==> src/rtl/exec_stage_pkg.sv <==
// Shared definitions for the execute stage: data/control widths, opcode
// values and the multiply FSM state type.
package exec_stage_pkg;

  localparam int unsigned DATA_W = 16;
  localparam int unsigned CTRL_W = 4;

  localparam logic [CTRL_W-1:0] OP_ADD  = 4'd0;
  localparam logic [CTRL_W-1:0] OP_SUB  = 4'd1;
  localparam logic [CTRL_W-1:0] OP_AND  = 4'd2;
  localparam logic [CTRL_W-1:0] OP_OR   = 4'd3;
  localparam logic [CTRL_W-1:0] OP_XOR  = 4'd4;
  localparam logic [CTRL_W-1:0] OP_SHL  = 4'd5;
  localparam logic [CTRL_W-1:0] OP_SHR  = 4'd6;
  localparam logic [CTRL_W-1:0] OP_LI   = 4'd7;
  localparam logic [CTRL_W-1:0] OP_ADDI = 4'd8;
  localparam logic [CTRL_W-1:0] OP_MUL  = 4'd9;
  localparam logic [CTRL_W-1:0] OP_SLT  = 4'd10;
  localparam logic [CTRL_W-1:0] OP_NOP  = 4'd11;

  typedef enum logic {
    ST_IDLE = 1'b0,
    ST_MUL  = 1'b1
  } state_t;

endpackage

==> src/rtl/exec_stage_alu.sv <==
// exec_alu: purely combinational single-cycle ALU of the execute stage.
// Ports:
//   a, b   : operands A and B
//   imm    : immediate operand (LI, ADDI)
//   ctrl   : opcode
//   result : modulo-2^16 result; 0 for MUL and the NOP codes
module exec_alu
  import exec_stage_pkg::*;
#(
  parameter int S = 15,
  parameter int C = 3
) (
  input  logic [S:0] a,
  input  logic [S:0] b,
  input  logic [S:0] imm,
  input  logic [C:0] ctrl,
  output logic [S:0] result
);

  always_comb begin
    result = '0;
    case (ctrl)
      OP_ADD:  result = a + b;
      OP_SUB:  result = a - b;
      OP_AND:  result = a & b;
      OP_OR:   result = a | b;
      OP_XOR:  result = a ^ b;
      OP_SHL:  result = a << b[3:0];
      OP_SHR:  result = a >> b[3:0];
      OP_LI:   result = imm;
      OP_ADDI: result = a + imm;
      OP_SLT:  result = {{S{1'b0}}, ($signed(a) < $signed(b))};
      default: result = '0;
    endcase
  end

endmodule

==> src/rtl/exec_stage.sv <==
// exec_stage: execute stage between the ID/EX and EX/MEM buffers.
// Single-cycle ALU ops go through exec_alu; MUL runs a 16-step shift-add
// sequence and holds the ID/EX buffer via Stall while it iterates.
// Ports:
//   clk, rst   : clock, asynchronous active-low reset
//   InValid    : inputs carry a real instruction
//   InData1/2  : operands A and B (B is also store data)
//   InData15   : immediate operand
//   InCtrl     : opcode
//   Flush      : kill the in-flight instruction
//   Stall      : combinational hold request to the ID/EX buffer
//   OutResult, OutStore, OutCtrl, OutValid, OutZero : registered outputs
module exec_stage
  import exec_stage_pkg::*;
#(
  parameter int S = 15,
  parameter int C = 3,
  parameter int M = 16
) (
  input  logic       clk,
  input  logic       rst,
  input  logic       InValid,
  input  logic [S:0] InData1,
  input  logic [S:0] InData2,
  input  logic [S:0] InData15,
  input  logic [C:0] InCtrl,
  input  logic       Flush,
  output logic       Stall,
  output logic [S:0] OutResult,
  output logic [S:0] OutStore,
  output logic [C:0] OutCtrl,
  output logic       OutValid,
  output logic       OutZero
);

  localparam int CNTW = $clog2(M);

  state_t          state;
  logic [S:0]      ash;
  logic [S:0]      bsh;
  logic [S:0]      acc;
  logic [S:0]      mul_store;
  logic [C:0]      mul_ctrl;
  logic [CNTW-1:0] cnt;

  logic [S:0] alu_res;
  logic [S:0] acc_next;
  logic       accept_mul;
  logic       last_iter;

  exec_alu #(
    .S(S),
    .C(C)
  ) u_alu (
    .a     (InData1),
    .b     (InData2),
    .imm   (InData15),
    .ctrl  (InCtrl),
    .result(alu_res)
  );

  always_comb begin
    accept_mul = (state == ST_IDLE) && InValid && (InCtrl == OP_MUL);
    acc_next   = acc + (bsh[0] ? ash : '0);
    last_iter  = (cnt == CNTW'(M - 1));
    // Reset and Flush both force Stall low so the upstream buffer can move.
    Stall      = rst && !Flush && ((state == ST_MUL) || accept_mul);
  end

  always_ff @(posedge clk or negedge rst) begin
    if (!rst) begin
      state     <= ST_IDLE;
      ash       <= '0;
      bsh       <= '0;
      acc       <= '0;
      mul_store <= '0;
      mul_ctrl  <= '0;
      cnt       <= '0;
      OutResult <= '0;
      OutStore  <= '0;
      OutCtrl   <= '0;
      OutValid  <= 1'b0;
      OutZero   <= 1'b0;
    end else if (Flush) begin
      state    <= ST_IDLE;
      cnt      <= '0;
      OutValid <= 1'b0;
    end else if (state == ST_IDLE) begin
      if (accept_mul) begin
        ash       <= InData1;
        bsh       <= InData2;
        acc       <= '0;
        cnt       <= '0;
        mul_store <= InData2;
        mul_ctrl  <= InCtrl;
        OutValid  <= 1'b0;
        state     <= ST_MUL;
      end else begin
        OutResult <= alu_res;
        OutZero   <= (alu_res == '0);
        OutStore  <= InData2;
        OutCtrl   <= InCtrl;
        OutValid  <= InValid;
      end
    end else begin
      acc      <= acc_next;
      ash      <= ash << 1;
      bsh      <= bsh >> 1;
      cnt      <= cnt + CNTW'(1);
      OutValid <= 1'b0;
      // The final add is folded into the output load, so the product
      // leaves on the same edge as the last iteration.
      if (last_iter) begin
        OutResult <= acc_next;
        OutZero   <= (acc_next == '0);
        OutStore  <= mul_store;
        OutCtrl   <= mul_ctrl;
        OutValid  <= 1'b1;
        cnt       <= '0;
        state     <= ST_IDLE;
      end
    end
  end

endmodule
==> config.mk <==
export PLATFORM = sky130hd
export DESIGN_NAME = exec_stage
export DESIGN_NICKNAME = d
export VERILOG_FILES = /design/src/rtl/exec_stage_pkg.sv /design/src/rtl/exec_stage_alu.sv /design/src/rtl/exec_stage.sv
export SDC_FILE = /design/constraint.sdc
export NUM_CORES = 1
export LEC_CHECK = 0
export BUFFER_PORTS_ARGS = -buffer_cell sky130_fd_sc_hd__buf_2
export CAP_MARGIN = 10
export CORE_ASPECT_RATIO = 0.6
export CORE_MARGIN = 3
export CORE_UTILIZATION = 55
export CTS_CLUSTER_DIAMETER = 40
export CTS_CLUSTER_SIZE = 28
export DETAILED_ROUTE_END_ITERATION = 16
export GPL_TIMING_DRIVEN = 0
export PLACE_DENSITY_LB_ADDON = 0.08
export SETUP_SLACK_MARGIN = 0.02
export SYNTH_ARGS = -nofsm -noshare
export SYNTH_HDL_FRONTEND = slang
export SYNTH_SLANG_ARGS = --single-unit
==> constraint.sdc <==
create_clock -name clk -period 2.9 [get_ports clk]
set_input_delay 0.58 -clock clk [delete_from_list [all_inputs] [get_ports clk]]
set_output_delay 0.58 -clock clk [all_outputs]
set_load 0.02 [all_outputs]
# Yosys cells after proc, flatten, opt, wreduce, memory -nomap -nowiden
# Cells that the tools add are included.
totals:
  register_bits: 111
  in_bits: 56
  output_inout_bits: 39
  word_cells: 84
op_classes:
  n_addsub: 5
  magnitude_cmp: 1
  eq_ne: 13
  shifts: 2
  n_mux: 32
  bitwise_logic: 5
  reduce_logical: 14
ops:
  columns: ["cell", "count"]
  rows:
  - ["2-to-1 mux 16 bit", 13]
  - ["one-hot mux 16 bit (10 select lines)", 1]
  - ["adder 16 bit", 3]
  - ["logical NOT 16 bit", 2]
  - ["2-to-1 mux 4 bit", 7]
  - ["AND 16 bit", 1]
  - ["== test 4 x 3 -> 1 bit, second input constant", 4]
  - ["== test 4 bit, second input constant", 4]
  - ["less-than comparator 16 bit", 1]
  - ["bitwise OR 16 bit", 1]
  - ["left shift 16 x 4 -> 16 bit", 1]
  - ["right shift 16 x 4 -> 16 bit", 1]
  - ["subtractor 16 bit", 1]
  - ["bitwise XOR 16 bit", 1]
  - ["2-to-1 mux 1 bit", 11]
  - ["== test 4 x 2 -> 1 bit, second input constant", 2]
  - ["AND reduction 3 bit", 2]
  - ["adder 4 x 1 -> 4 bit, second input constant", 1]
  - ["== test 4 x 1 -> 1 bit, second input constant", 1]
  - ["logical AND 1 bit", 4]
  - ["logical NOT 4 bit", 1]
  - ["nonzero test 3 bit", 1]
  - ["!= test 2 x 1 -> 1 bit, second input constant", 1]
  - ["!= test 2 bit, second input constant", 1]
  - ["5 further kinds", 6]

# Depth between registers and ports, before layout
depth:
  word_depth: 6
  ltp_mapped: 20
  mapped_depth_nobuf: 16

# Hierarchy
# Synthesis repeated with hierarchy kept, for this count alone.
hier_totals:
  hier_cells: 1219
  area_unflattened_um2: 10027.1
modules_own_cells:
  columns: ["mod", "instances", "cells_per_inst", "area_each_um2", "seq_area_each_um2"]
  rows:
  - ["exec_stage", 1, 573, 5625.4, 2777.7]
  - ["exec_alu", 1, 646, 4401.7, 0.0]

# Worst setup path before layout
# OpenSTA, ideal clock, no wires.
synth_timing:
  kind: "input-to-reg"
  from: "input port InCtrl[1]"
  to: "register OutZero"
  setup_ns: 0.065
  arrival_ns: 4.469
  required_time_ns: 2.835
  setup_slack_ns: -1.633
  cell_stages: 20
  path_buffers: 4
  cell_sequence: "clkbuf_1 > or3_1 > clkbuf_1 > clkbuf_1 > nor2_1 > clkbuf_1 > nand2_1 > o21ai_0 > ha_1 > inv_1 > fa_1 > nand3b_1 > a211oi_1 > nor2_1 > mux2_2 > nor4_1 > o211ai_1 > nor4_1 > and3_1 > a211o_1"
synth_via:
  elab_chain_len: 5
  word_cells_on_any_way: 18
  cone_classes: "eq/ne (11); mux (3); reduce/logical (4)"
synth_rtl:
  columns: ["item", "line_no", "rtl"]
  rows:
  - ["from (decl)", "exec_stage.sv:26", "input logic [C:0] InCtrl,"]
  - ["== test 4 bit (tied with other cells)", "exec_stage_alu.sv:22", "case (ctrl)"]
  - ["one-hot mux 16 bit (10 select lines)", "exec_stage_alu.sv:22", null]
  - ["logical NOT 16 bit", "exec_stage.sv:100", "OutZero <= (alu_res == '0);"]
  - ["2-to-1 mux 1 bit", "exec_stage.sv:89", "if (accept_mul) begin"]
  - ["2-to-1 mux 1 bit", "exec_stage.sv:88", "end else if (state == ST_IDLE) begin"]
  - ["to (signal assigned)", "exec_stage.sv:100", null]
  - ["to (signal assigned)", "exec_stage.sv:115", "OutZero <= (acc_next == '0);"]
  - ["to (decl)", "exec_stage.sv:33", "output logic OutZero"]
# Several ways; a longest one is shown, not always the timed one. The select of a mux whose other input is x is not followed.
# A chain may end at the register's enable or synchronous reset.

# Worst setup path in the final report
# Ends and elaborated chain as after synthesis.

==> results_dict.tcl <==
set metrics [dict create \
    drt-total-wl_um 43000 \
    rows 37 \
    synthesis.nets 1341 \
    drt_pass1_iterations 6 \
    outcome "finished, violations left" \
    finalSetupViolCount 17 \
    cp_data_required_time_ps 3200 \
    dr_total_vias 10900 \
    synthTopCellsByArea "dfrtp_1, ha_1, mux2i_1" \
    min_path_type "in2async" \
    layout_common_cells "nand2_1, dfrtp_1, buf_2, o21ai_0, ha_1" \
    setup_ws_ps -1250 \
    fin_nets 1486 \
    clkSinkCount 111 \
    grt_max_degree 71 \
    ir_worst_vdd_uv 351 \
    start_kind "primary input" \
    intPower_uw 3370 \
    post-route-period-util 1.43 \
    maxCapViolations 0 \
    ys_ff_latch 111 \
    tritoncts "done" \
    ys_seq_area_frac 0.278 \
    initial_utilization 0.572 \
    grt_pass1_vias 9908 \
    h-tree-depth 3 \
    p_leak_uw 0.00551 \
    clkLatencyLatePin_ps 370 \
    diodes 0 \
    r2r_setup_slack_ps -280 \
    place_hpwl_um 32300 \
    wl_per_cell_um 27.2 \
    clkPwrFrac 0.241 \
    drive_gt1_frac 0.244 \
    layout_commonest_cell "nand2_1" \
    hold_ws_ps 210 \
    synth.distinct_cells 75 \
    io_pins 95 \
    grt_util_all_layers 0.422 \
    drtIter0Drc 1814 \
    die_w_um 180 \
    netlist_instances 1199 \
    clock_path_buffers 2 \
    netlist_area_sq_mm 0.00998 \
    die_h_um 110 \
    clkTransAtPathRegs_ps 70 \
    crit_type "in2reg" \
    postPlaceCellArea_sq_mm 0.0109 \
    vias_per_cell 6.88 \
    drc_errors 0 \
    synth_top_area_cell "dfrtp_1" \
    slew_violations 0 \
    hold_viol 0 \
    finalInstanceArea_sq_mm 0.0122 \
    switching_power_uw 2110 \
    area_growth_pct 22.2 \
    power_frac_seq 0.360 \
    ys_warn_count 0 \
    synth_top_area_frac 0.278 \
    cts_root_buffer "clkbuf_16" \
    combPwrFrac 0.399 \
    slew_headroom 0.0912 \
    die_area_sq_mm 0.0198 \
    gp_congestion 1.12 \
    antenna_found_initial 1 \
    synth_flop_cell "dfrtp_1" \
    cp.arrival_ps 4450 \
    synth.avg_cell_area_sq_um 8.32 \
    numPortBuffers 93 \
    cp_max_fo 4 \
    fmax_mhz 241 \
    fin_skew_ps 12.8 \
    max_slew.worst_pin.slew_ps 1350 \
    async_flop_share 1.00 \
    power.density_mw_per_mm2 449 \
    rsz0062_at_grt "yes" \
    grt_pass1_wl_um 62300 \
    synth_edf_count 0 \
    antenna_left 0 \
    cts_buffers 9 \
    min_period_ps 4150 \
    p_sw_frac 0.385 \
    core_area_sq_mm 0.0175 \
    violations "negative setup slack" \
    grt_overflow_total 0 \
    end_kind "flip-flop" \
]
-- synthesized netlist by cell type (20+ instances only) --
library cell / number
nand2_1: 135
o21ai_0: 120
dfrtp_1: 111
a21oi_1: 85
ha_1: 83
nor2_1: 67
mux2i_1: 65
inv_1: 55
clkbuf_1: 50
mux2_2: 35
nor2b_1: 25
nand2b_1: 23
nor3_1: 23
a22o_1: 22
xnor2_1: 20
-- power groups by stage --
stage | clock, uW | combinational [uW] | sequential, uW
global route | 1380 | 2300 | 2000
finish | 1320 | 2180 | 1970
global placement | 0 | 1770 | 1980
detailed placement | 0 | 1810 | 1990
floorplan | 0 | 1090 | 2030
CTS | 1320 | 2020 | 1960
-- cell families (layout without fill, tap and decap cells) --
kind of cell,Yosys count,after routing,share of synthesized area
AOI/OAI and AO/OA,364,364,0.229
xor gates and xnor gates,31,31,0.0272
adders and majority gates,86,86,0.110
buffers and inverters,129,278,0.0526
DFF,111,111,0.278
muxes,108,108,0.121
and+or+nand+nor,370,370,0.182
-- what timing repair did --
action | 4_1_cts | 5_1_grt
setup buffers | 33 | 10
pin swaps | 46 | 34
hold buffers | 0 | 0
resized for setup | 126 | 48
endpoints found under the setup margin | 32 | 32
cloned | 1 | 0
-- metal layers --
metal,up-vias,GRT usage,wire [um]
met5,-,0,13
met4,2,0.0943,979
met3,121,0.230,7820
met2,874,0.563,16200
met1,5234,0.593,18000
li1,4657,-,-
-- layout make-up --
type	count	area (sq um)
Clock buffer	13	270
Sequential cell	111	2780
Tap cell	234	293
Multi-Input combinational cell	959	7290
Buffer	68	412
Inverter	57	221
Clock inverter	2	38.8
Timing Repair Buffer	138	890
Fill cell	1375	5260
-- final timing paths --
| kind | startpoint | end | depth (start not counted) |
|---|---|---|---|
| max | InCtrl[1] | OutZero | 22 |
| max reg2reg | bsh[0] | OutZero | 11 |
| min | rst | OutCtrl[0] | 1 |
| min in group clk | OutResult[13] | OutResult[13] | 2 |
| min reg2reg | OutResult[13] | OutResult[13] | 2 |
| max in group asynchronous | rst | cnt[1] | 2 |
-- state kept, by name, indices dropped and copies added, names as in the netlist, 16 cells and up --
name and flops:
OutResult 16, acc 16, mul_store 16, bsh 16, ash 16, OutStore 16
-- critical path, cell delays in order --
cell,delay [ps]
buf_8,100
buf_8,110
or3_4,330
buf_8,140
clkbuf_16,160
nor2_4,150
buf_8,130
nand2_4,50
o21ai_4,60
ha_4,150
inv_2,40
fa_2,350
nand3b_1,270
a211oi_4,290
buf_6,170
nor2_2,50
mux2_4,320
nor4_4,200
o211ai_1,170
nor4_2,300
and3_1,210
a211o_1,90
-- per-stage QoR --
stage               total power (uW)  instances  utilization  TNS (ps)  setup slack, ps
global placement                3750       1526        0.620    -37570            -2290
CTS                             5310       1576        0.687    -11670            -1110
detailed placement              3800       1528        0.623    -34900            -2260
floorplan                       3120       1199            -     -8960            -1040
global route                    5680       1582        0.699    -14260            -1330
finish                          5480       1582        0.699    -12930            -1250
(Power assumes the default switching activity.)
